[src/rtl/seq_adder_bcd_pkg.sv]
// Shared types and constants for the sequential adder / BCD display path.
// FSM encoding, segment table and elaboration-time sizing helpers.
package seq_adder_bcd_pkg;

    typedef enum logic [1:0] {
        ST_IDLE,
        ST_LOAD,
        ST_SHIFT,
        ST_DONE
    } state_t;

    localparam logic [6:0] SEG_BLANK = 7'h7F;

    // Active-low {g,f,e,d,c,b,a} for decimal 0..9
    localparam logic [6:0] SEG_DIGIT [10] = '{
        7'h40, 7'h79, 7'h24, 7'h30, 7'h19,
        7'h12, 7'h02, 7'h78, 7'h00, 7'h10
    };

    function automatic int clog2(input int v);
        int r;
        int x;
        r = 0;
        x = v - 1;
        while (x > 0) begin
            r++;
            x = x >> 1;
        end
        return r;
    endfunction

    function automatic bit bcd_fits(input int digits, input int n);
        longint unsigned p;
        p = 1;
        for (int i = 0; i < digits; i++) begin
            p = p * 10;
        end
        return p > (64'd1 << n);
    endfunction

endpackage

[src/rtl/seq_adder_bcd_if.sv]
// Request/result bundle between the switch/key side and the adder.
// master drives the operands and start; slave returns status and result.
interface seq_adder_bcd_if #(
    parameter int WIDTH  = 7,
    parameter int DIGITS = 3
);
    localparam int N = WIDTH + 1;

    logic                  start;
    logic                  sub;
    logic [WIDTH-1:0]      a;
    logic [WIDTH-1:0]      b;
    logic                  busy;
    logic                  done;
    logic                  neg;
    logic [N-1:0]          bin;
    logic [4*DIGITS-1:0]   bcd;
    logic [7*DIGITS-1:0]   seg;

    modport master (
        output start, sub, a, b,
        input  busy, done, neg, bin, bcd, seg
    );

    modport slave (
        input  start, sub, a, b,
        output busy, done, neg, bin, bcd, seg
    );

endinterface

[src/rtl/dd_digit_step.sv]
// One double-dabble correction: add 3 to a BCD digit of 5 or more
// so the following left shift carries correctly into the next digit.
module dd_digit_step (
    input  logic [3:0] i_digit,
    output logic [3:0] o_digit
);

    assign o_digit = (i_digit >= 4'd5) ? (i_digit + 4'd3) : i_digit;

endmodule

[src/rtl/hex_7seg.sv]
// Hex nibble to active-low 7-segment pattern {g,f,e,d,c,b,a}.
// Decimal digits come from the shared table; A-F keep the usual glyphs.
module hex_7seg
    import seq_adder_bcd_pkg::*;
(
    input  logic [3:0] i_hex,
    output logic [6:0] o_seg
);

    always_comb begin
        o_seg = SEG_BLANK;
        if (i_hex <= 4'd9) begin
            o_seg = SEG_DIGIT[i_hex];
        end else begin
            case (i_hex)
                4'hA:    o_seg = 7'h08;
                4'hB:    o_seg = 7'h03;
                4'hC:    o_seg = 7'h46;
                4'hD:    o_seg = 7'h21;
                4'hE:    o_seg = 7'h06;
                default: o_seg = 7'h0E;
            endcase
        end
    end

endmodule

[src/rtl/seq_adder_bcd.sv]
// Sequential add/subtract with iterative binary-to-BCD conversion
// and per-digit active-low 7-segment drive with leading-zero blanking.
module seq_adder_bcd
    import seq_adder_bcd_pkg::*;
#(
    parameter int WIDTH    = 7,
    parameter int DIGITS   = 3,
    parameter bit BLANK_LZ = 1'b1
) (
    input  logic           CLOCK_50,
    input  logic           RST_N,
    seq_adder_bcd_if.slave bus
);

    localparam int N  = WIDTH + 1;
    localparam int BW = 4 * DIGITS;
    localparam int CW = clog2(N + 1);

    if (!bcd_fits(DIGITS, N)) begin : g_bad_digits
        $error("seq_adder_bcd: DIGITS too small for WIDTH");
    end

    state_t             r_state;
    logic [WIDTH-1:0]   r_a;
    logic [WIDTH-1:0]   r_b;
    logic               r_sub;
    logic [N-1:0]       r_work_bin;
    logic [BW-1:0]      r_work_bcd;
    logic [CW-1:0]      r_cnt;
    logic [N-1:0]       r_mag;
    logic               r_neg_w;
    logic               r_busy;
    logic               r_done;
    logic               r_neg;
    logic [N-1:0]       r_bin;
    logic [BW-1:0]      r_bcd;

    logic [N-1:0]       w_sum;
    logic [N-1:0]       w_diff;
    logic [N-1:0]       w_mag;
    logic               w_a_ge_b;
    logic               w_neg;
    logic [BW-1:0]      w_adj;
    logic [BW+N-1:0]    w_shift;
    logic [7*DIGITS-1:0] w_seg;

    assign w_a_ge_b = (r_a >= r_b);
    assign w_sum    = {1'b0, r_a} + {1'b0, r_b};
    assign w_diff   = w_a_ge_b ? ({1'b0, r_a} - {1'b0, r_b})
                               : ({1'b0, r_b} - {1'b0, r_a});
    assign w_mag    = r_sub ? w_diff : w_sum;
    // Zero magnitude is always reported positive
    assign w_neg    = r_sub & ~w_a_ge_b & (|w_mag);

    for (genvar gi = 0; gi < DIGITS; gi++) begin : g_dd
        dd_digit_step u_step (
            .i_digit (r_work_bcd[4*gi +: 4]),
            .o_digit (w_adj[4*gi +: 4])
        );
    end

    assign w_shift = {w_adj, r_work_bin} << 1;

    always_ff @(posedge CLOCK_50 or negedge RST_N) begin
        if (!RST_N) begin
            r_state    <= ST_IDLE;
            r_a        <= '0;
            r_b        <= '0;
            r_sub      <= 1'b0;
            r_work_bin <= '0;
            r_work_bcd <= '0;
            r_cnt      <= '0;
            r_mag      <= '0;
            r_neg_w    <= 1'b0;
            r_busy     <= 1'b0;
            r_done     <= 1'b0;
            r_neg      <= 1'b0;
            r_bin      <= '0;
            r_bcd      <= '0;
        end else begin
            case (r_state)
                ST_IDLE: begin
                    if (bus.start) begin
                        r_a     <= bus.a;
                        r_b     <= bus.b;
                        r_sub   <= bus.sub;
                        r_busy  <= 1'b1;
                        r_state <= ST_LOAD;
                    end
                end
                ST_LOAD: begin
                    r_work_bin <= w_mag;
                    r_work_bcd <= '0;
                    r_mag      <= w_mag;
                    r_neg_w    <= w_neg;
                    r_cnt      <= CW'(N);
                    r_state    <= ST_SHIFT;
                end
                ST_SHIFT: begin
                    r_work_bcd <= w_shift[BW+N-1:N];
                    r_work_bin <= w_shift[N-1:0];
                    r_cnt      <= r_cnt - CW'(1);
                    // Publish the final step directly so done and data align
                    if (r_cnt == CW'(1)) begin
                        r_bcd   <= w_shift[BW+N-1:N];
                        r_bin   <= r_mag;
                        r_neg   <= r_neg_w;
                        r_done  <= 1'b1;
                        r_state <= ST_DONE;
                    end
                end
                ST_DONE: begin
                    r_done  <= 1'b0;
                    r_busy  <= 1'b0;
                    r_state <= ST_IDLE;
                end
                default: begin
                    r_done  <= 1'b0;
                    r_busy  <= 1'b0;
                    r_state <= ST_IDLE;
                end
            endcase
        end
    end

    for (genvar gi = 0; gi < DIGITS; gi++) begin : g_seg
        logic [6:0] w_hex;
        hex_7seg u_hex (
            .i_hex (r_bcd[4*gi +: 4]),
            .o_seg (w_hex)
        );
        if (gi == 0) begin : g_d0
            assign w_seg[6:0] = w_hex;
        end else begin : g_dn
            logic w_lz;
            assign w_lz = BLANK_LZ && (r_bcd[BW-1:4*gi] == '0);
            assign w_seg[7*gi +: 7] = w_lz ? SEG_BLANK : w_hex;
        end
    end

    assign bus.busy = r_busy;
    assign bus.done = r_done;
    assign bus.neg  = r_neg;
    assign bus.bin  = r_bin;
    assign bus.bcd  = r_bcd;
    assign bus.seg  = w_seg;

endmodule

[src/flat_wrapper.sv]
// flat-port wrapper written by rule: the top's interface ports become plain ports
module seq_adder_bcd_flat import seq_adder_bcd_pkg::*;
#(
    parameter int WIDTH    = 7,
    parameter int DIGITS   = 3,
    parameter bit BLANK_LZ = 1'b1
)
  (CLOCK_50, RST_N, bus_start, bus_sub, bus_a, bus_b, bus_busy, bus_done, bus_neg, bus_bin, bus_bcd, bus_seg);
  seq_adder_bcd_if #(.WIDTH(WIDTH), .DIGITS(DIGITS)) bus_i ();
  input  logic CLOCK_50;
  input  logic RST_N;
  input wire logic [$bits(bus_i.start)-1:0] bus_start;
  input wire logic [$bits(bus_i.sub)-1:0] bus_sub;
  input wire logic [$bits(bus_i.a)-1:0] bus_a;
  input wire logic [$bits(bus_i.b)-1:0] bus_b;
  output wire logic [$bits(bus_i.busy)-1:0] bus_busy;
  output wire logic [$bits(bus_i.done)-1:0] bus_done;
  output wire logic [$bits(bus_i.neg)-1:0] bus_neg;
  output wire logic [$bits(bus_i.bin)-1:0] bus_bin;
  output wire logic [$bits(bus_i.bcd)-1:0] bus_bcd;
  output wire logic [$bits(bus_i.seg)-1:0] bus_seg;
  assign bus_i.start = bus_start;
  assign bus_i.sub = bus_sub;
  assign bus_i.a = bus_a;
  assign bus_i.b = bus_b;
  assign bus_busy = bus_i.busy;
  assign bus_done = bus_i.done;
  assign bus_neg = bus_i.neg;
  assign bus_bin = bus_i.bin;
  assign bus_bcd = bus_i.bcd;
  assign bus_seg = bus_i.seg;
  seq_adder_bcd #(.WIDTH(WIDTH), .DIGITS(DIGITS), .BLANK_LZ(BLANK_LZ)) u_core (.CLOCK_50(CLOCK_50), .RST_N(RST_N), .bus(bus_i));
endmodule
[config.mk]
export PLATFORM = sky130hd
export DESIGN_NAME = seq_adder_bcd_flat
export DESIGN_NICKNAME = d
export VERILOG_FILES = /design/src/rtl/seq_adder_bcd_pkg.sv /design/src/rtl/seq_adder_bcd_if.sv /design/src/rtl/dd_digit_step.sv /design/src/rtl/hex_7seg.sv /design/src/rtl/seq_adder_bcd.sv /design/src/flat_wrapper.sv
export SDC_FILE = /design/constraint.sdc
export NUM_CORES = 1
export LEC_CHECK = 0
export CAP_MARGIN = 20
export CORE_UTILIZATION = 35
export CTS_BUF_LIST = sky130_fd_sc_hd__clkbuf_4
export DETAILED_ROUTE_END_ITERATION = 8
export SYNTH_ARGS = -nofsm -noshare
export SYNTH_HDL_FRONTEND = slang
export SYNTH_SLANG_ARGS = --single-unit
[constraint.sdc]
create_clock -name CLOCK_50 -period 3 [get_ports CLOCK_50]
set_input_delay 0.45 -clock CLOCK_50 [delete_from_list [all_inputs] [get_ports CLOCK_50]]
set_output_delay 0.45 -clock CLOCK_50 [all_outputs]
set_load 0.03 [all_outputs]
==> key figures, run 1 <==
Outcome
  – Outcome: completed

Worst setup path
  – Crit path kind: flop to output port
  – Worst reg2reg setup slack: 0.23 ns
  – Worst setup EP type: output port
  – Worst Path Arrival: 2.36 ns
  – Cell family with most CP delay: buffers and inverters
  – Crit path largest cell delay: 0.70 ns
  – Worst Path Required: 2.55 ns
  – Crit path buf inv count: 3
  – Startpoint types: flop
  – Cells along the critical path: inv_1 -> ha_1 -> buf_4 -> a21boi_0 -> a211oi_1 -> clkdlybuf4s50_1
  – CP max-delay cell: clkdlybuf4s50_1
  – Largest fanout on the critical path: 8

Timing
  – Final setup vio count: 0
  – Slew margin rel.: 0.554
  – Worst Skew: 0.0174 ns
  – Final min period: 2.81 ns
  – RSZ-0062 raised after global routing: yes
  – Worst Tran Pin Value: 0.668 ns
  – Final worst setup slack: 0.195 ns
  – Hold Slack: 0.0299 ns
  – Max Slew Vio Count: 0
  – Period Utilization, post-route: 0.935
  – Fmax: 356 MHz
  – Fin. Hold Viols: 0

Die
  – Starting Density: 0.358
  – Ports: 62
  – Die height: 121 µm
  – Area of the core: 13,800 µm²
  – Num rows: 43
  – DIE AREA: 14,600 µm²
  – Die X: 121 µm

Clocking
  – Num CTS Buffers: 9
  – Clock slew at reported path FFs: 0.13 ns
  – Max clock buf depth: 2
  – Clk_lat worst skew: 0.43 ns
  – TritonCTS clock tree: yes
  – Clk sinks: 73
  – Htree depth: 3
  – Post-CTS setup buffer count: 0
  – CTS hold repair buffers: 0
  – Clk root buf: clkbuf_4

GRT
  – Overflow after GRT: 0
  – Largest net degree at the start of global routing: 48
  – Global Route Usage Sum: 0.155
  – GRT met3 Usage: 0.0268
  – Met1 Use GR: 0.196
  – Initial antenna violation count: 0
  – Met2 Usage GRT: 0.265
  – Vias in the first global route: 3,859
  – Global-route wire length before repair: 18.2 mm
  – GR peak layer: met2

Cells and area
  – Layout cells sized above 1: 0.130
  – FILL cells: 1,354
  – Diodes inserted: 0
  – Core Util, Final: 0.422
  – Register Area: 1830 µm²
  – P&R area growth vs syn: 17.8%
  – Fin nets: 663
  – Commonest non-fill, non-tap cell in the layout: dfrtp_1
  – Leading cell types in the layout, fill and taps excluded: dfrtp_1, inv_1, ha_1
  – Area of the multi-input gates: 2800 µm²
  – Finished Layout Cells: 778

Logic synthesis
  – Synthesized area: 4950 µm²
  – Library cells used by synthesis: 58
  – Yosys Warn Count: 0
  – Synth Instances: 540
  – Share of flip-flops with an asynchronous set or reset: 1.00
  – Net Count, Synth: 610
  – Synth Area per Inst: 9.17 µm²
  – Main flop type after synthesis: dfrtp_1
  – Yosys reg bits: 73
  – EDFF count, synth: 0
  – Sequential share of the synthesized area: 0.369

Power and ir drop
  – Power per cell area: 1090 nW/µm²
  – Peak VDD IR: 462 µV
  – Static leakage: 2.52 nW
  – Total Power: 6.36 mW

Placement
  – Detailed Place HPWL: 7.92 mm
  – Placed cell count: 762
  – PortBufs: 61
  – Gpl congestion: 0.890
  – Pre-CTS setup slack: 0.273 ns

Routing
  – Final routed DRC violation total: 0
  – Vias per inst: 5.07
  – Post-DR wirelength/cell: 13.6 µm
  – Via Count: 3,942
  – Routed wire length: 10.6 mm
  – Antenna-violating nets left: 0
  – Initial DRC Count: 169
  – 1st-pass router iterations: 5

Min path
  – HP Class: input port to async pin

Job
  – # Max-Cap Violations: 0
## where the power goes
group | leakage [nW] | internal [mW] | switching (mW)
logic | 1.52 | 1.69 | 2.40
registers | 0.926 | 1.35 | 0.293
clock network | 0.0738 | 0.255 | 0.374
total | 2.52 | 3.29 | 3.06
## timing repair
action                     4_1_cts  5_1_grt
gates cloned                     0        0
gates resized for setup         13       25
pin swaps                        0        0
setup endpoints to repair       12       13
## cells by family (layout without fill, tap and decap cells)
logic type	count (synthesis)	after routing	share of synthesized area
compound gates	150	150	0.188
xor+xnor	7	7	0.0124
fa+ha+maj	52	52	0.136
buf+inv	81	139	0.0687
flops	73	73	0.369
mux	45	45	0.101
simple gates	132	132	0.126
## area by class of cell
class | instances | area share
Inverter | 55 | 0.0354
Sequential cell | 73 | 0.313
Timing Repair Buffer | 68 | 0.111
Clock buffer | 9 | 0.0116
Clock inverter | 7 | 0.0116
Tap cell | 180 | 0.0386
Multi-Input combinational cell | 386 | 0.479
## cells in the mapped netlist (all sizes together) (2+ instances only)
cell type / instances / area [µm²]
a21oi: 34 / 178
clkbuf: 18 / 67.6
xnor2: 7 / 61.3
nand3b: 2 / 15.0
a2111oi: 2 / 18.8
ha: 49 / 613
nand3: 12 / 65.1
o21a: 2 / 15.0
o221ai: 2 / 17.5
a31oi: 15 / 93.8
nor4: 4 / 37.5
a211o: 4 / 35.0
nand2: 49 / 189
o21ai: 46 / 234
a21o: 3 / 23.8
o211ai: 3 / 22.5
fa: 3 / 60.1
nor3: 10 / 50.1
nor3b: 2 / 15.0
a211oi: 4 / 30.0
nor2: 35 / 131
o31ai: 7 / 52.6
o21bai: 4 / 30.0
buf: 8 / 66.3
inv: 55 / 206
o22ai: 14 / 93.8
mux2: 38 / 428
dfrtp: 73 / 1830
or3: 2 / 12.5
nand2b: 5 / 31.3
nor2b: 7 / 43.8
mux2i: 7 / 70.1
## registers in the layout, summed over array words and instances (netlist names)
register / flops
u_core.bus.bin: 8
u_core.bus.bcd: 12
u_core.r_neg_w: 1
u_core.r_a: 7
u_core.r_mag: 8
u_core.r_state: 2
u_core.r_cnt: 4
u_core.r_work_bin: 8
u_core.bus.neg: 1
u_core.r_b: 7
u_core.r_sub: 1
u_core.bus.done: 1
u_core.bus.busy: 1
u_core.r_work_bcd: 12
## final timing paths
kind,from,end,cells past startpoint
min,RST_N,u_core.r_sub,1
max in group asynchronous,RST_N,u_core.r_work_bcd[8],2
max,u_core.bus.bcd[8],bus_seg[20],6
min in group CLOCK_50,u_core.bus.bin[0],u_core.bus.bin[0],2
min reg2reg,u_core.bus.bin[0],u_core.bus.bin[0],2
max reg2reg,u_core.r_a[0],u_core.r_work_bin[6],12
## metrics by stage
step / area (µm²) / setup TNS, ns
floorplan: 4950 / 0
global placement: 5720 / 0
detailed placement: 5720 / 0
CTS: 5840 / 0
global route: 5840 / -0.0361
finish: 5840 / 0
## layer usage
layer,share of wire,vias up,routed length (µm)
met5,0,-,0
met3,0.040,5,422
met4,0.0047,0,50
li1,-,1991,-
met2,0.49,96,5220
met1,0.46,1850,4930
Power figures use the tool's default switching activity.
==> run 2, diff against run 1 <==
Settings changed: CAP_MARGIN 20 to not set, CTS_CLUSTER_DIAMETER set to 30.
==> results of run 2 <==
Final layout, timing and power as in run 1 (identical DEF).
==> run 3, diff against run 2 <==
Settings changed: CTS_CLUSTER_DIAMETER 30 to not set.
Clock period 3 ns to 2.6 ns, I/O delays scaled along.
==> run 3 against run 2 <==
  * Highest routed layer unchanged
  * Sequential power up 14%
  * Utilization up 2.6 points
  * Clock power up 11%
  * Die area unchanged
  * Worst setup slack worse by 0.10 ns
  * Wire length up 5.0%
  * Sequential share of layout area down 1.8 points
  * Total power up 31%
  * First-iteration DRC count up 30%
  * Final area up 6.1%
==> key figures, run 3 (synthesis gave the netlist of run 1 again) <==
Timing
  – Final setup vio count: 0
  – Final min period: 2.51 ns
  – Worst Tran Pin Value: 0.916 ns
  – Fin. Hold Viols: 0
  – Fmax: 399 MHz
  – Period Utilization, post-route: 0.964
  – Slew margin rel.: 0.389
  – Worst Skew: 0.0180 ns
  – RSZ-0062 raised after global routing: yes
  – Hold Slack: 0.0418 ns
  – Max Slew Vio Count: 0

Cells and area
  – Finished Layout Cells: 805
  – Design area: 6190 µm²
  – Layout cells sized above 1: 0.237
  – Fin nets: 690
  – P&R area growth vs syn: 25.0%
  – Commonest non-fill, non-tap cell in the layout: dfrtp_1
  – Diodes inserted: 0
  – FILL cells: 1,369
  – Leading cell types in the layout, fill and taps excluded: dfrtp_1, inv_1, nand2_1

Worst setup path
  – Crit path buf inv count: 0
  – Cells along the critical path: ha_1 -> o21ai_1 -> a21oi_2 -> o22ai_4 -> or3_1 -> a31oi_2 -> xnor2_2 -> nand2_1 -> a31oi_1
  – Largest fanout on the critical path: 7
  – Worst Path Arrival: 2.86 ns
  – FF-to-FF Start: u_core.r_a[3]
  – Worst reg2reg setup slack: 0.09 ns
  – Terminus of the critical flop-to-flop path: u_core.r_work_bin[5]
  – Worst Path Required: 2.96 ns
  – Crit path kind: flop to flop
  – Startpoint types: flop
  – Reg2reg path depth: 9
  – Instance count on the critical path: 9
  – Worst setup EP type: flop
  – Cell family with most CP delay: compound AO/OA/AOI/OAI gates
  – CP max-delay cell: ha_1
  – Crit path from: u_core.r_a[3]
  – Crit path largest cell delay: 0.45 ns
  – Setup crit end: u_core.r_work_bin[5]

Die
  – Starting Density: 0.358
  – Die height: 121 µm
  – Die X: 121 µm
  – Area of the core: 13,800 µm²
  – Num rows: 43
  – DIE AREA: 14,600 µm²
  – Ports: 62

Clocking
  – Clk root buf: clkbuf_4
  – Num CTS Buffers: 9
  – Htree depth: 3
  – Clk_lat worst skew: 0.44 ns
  – Clk sinks: 73
  – Clock slew at reported path FFs: 0.13 ns
  – TritonCTS clock tree: yes
  – Max clock buf depth: 2

GRT
  – Overflow after GRT: 0
  – Initial antenna violation count: 0
  – Vias in the first global route: 4,033
  – Global Route Usage Sum: 0.160
  – Global-route wire length before repair: 18.7 mm
  – Largest net degree at the start of global routing: 74

Routing
  – Post-DR wirelength/cell: 13.8 µm
  – Vias per inst: 5.14
  – Routed wire length: 11.1 mm
  – Initial DRC Count: 220
  – Via Count: 4,135
  – Final routed DRC violation total: 0
  – 1st-pass router iterations: 5
  – Antenna-violating nets left: 0

Min path
  – HP Class: input port to async pin

Placement
  – Detailed Place HPWL: 7.98 mm
  – Placed cell count: 782
  – Area after DPL: 5850 µm²
  – Gpl congestion: 0.890
  – PortBufs: 61

Power and ir drop
  – Static leakage: 2.66 nW
  – Power per cell area: 1350 nW/µm²
  – Peak VDD IR: 832 µV
  – Total Power: 8.33 mW

Job
  – # Max-Cap Violations: 0

Outcome
  – Outcome: completed
## run 3: cell count changes in the layout (fill, tap and decap cells not counted), sizes merged
cell | previous run | this run
clkdlybuf4s50 | 43 | 39
clkdlybuf4s15 | 1 | 0
clkinvlp | 0 | 2
dlymetal6s2s | 5 | 1
inv | 58 | 55
clkinv | 3 | 4
clkbuf | 15 | 14
buf | 8 | 45
## run 3: where the power goes
group	internal (mW)	switching (mW)	total, mW
Clock	0.281	0.418	0.699
Combinational	2.61	3.16	5.77
Sequential	1.56	0.306	1.87
## run 3: per-stage QoR
step | setup TNS (ns) | setup slack, ns | util
floorplan | 0 | 0.0474 | -
global placement | -0.0136 | -0.0136 | 0.423
detailed placement | -0.265 | -0.0700 | 0.423
CTS | -0.00979 | -0.00979 | 0.436
global route | -0.167 | -0.0965 | 0.448
finish | 0 | 0.0947 | 0.448
## run 3: worst min-delay path by stage
stage,to,slack (ns),cells after the start
3_3_place_gp,u_core.bus.bin[0],0.47,2
4_1_cts,u_core.r_b[3],0.1,1
2_1_floorplan,u_core.bus.bcd[0],0.09,0
6_report,u_core.r_b[3],0.04,1
5_1_grt,u_core.r_b[3],0.15,1
3_5_place_dp,u_core.r_cnt[3],0.49,1
## run 3: routing by layer
| layer | up-vias | wire, µm | GRT usage |
|---|---|---|---|
| li1 | 2050 | - | - |
| met1 | 1983 | 4980 | 0.197 |
| met2 | 88 | 5610 | 0.281 |
| met3 | 14 | 396 | 0.0277 |
| met4 | 0 | 164 | 0.0532 |
| met5 | - | 0 | 0 |
## run 3: cell type report
class	instances	area, µm²	area share
clock buffers	9	67.6	0.0109
clock inverters	7	61.3	0.00990
inverters	55	206	0.0333
multi-input cells	386	2990	0.482
flip-flops and latches	73	1830	0.295
well taps	180	225	0.0364
repair buffers	95	816	0.132
## run 3: timing repair
action                                  4_1_cts  5_1_grt
hold buffers                                  0        0
endpoints found under the hold margin         0        0
setup buffers                                 3        4
pin swaps                                     2       15
gates resized for setup                      37       54
endpoints found under the setup margin       20       27
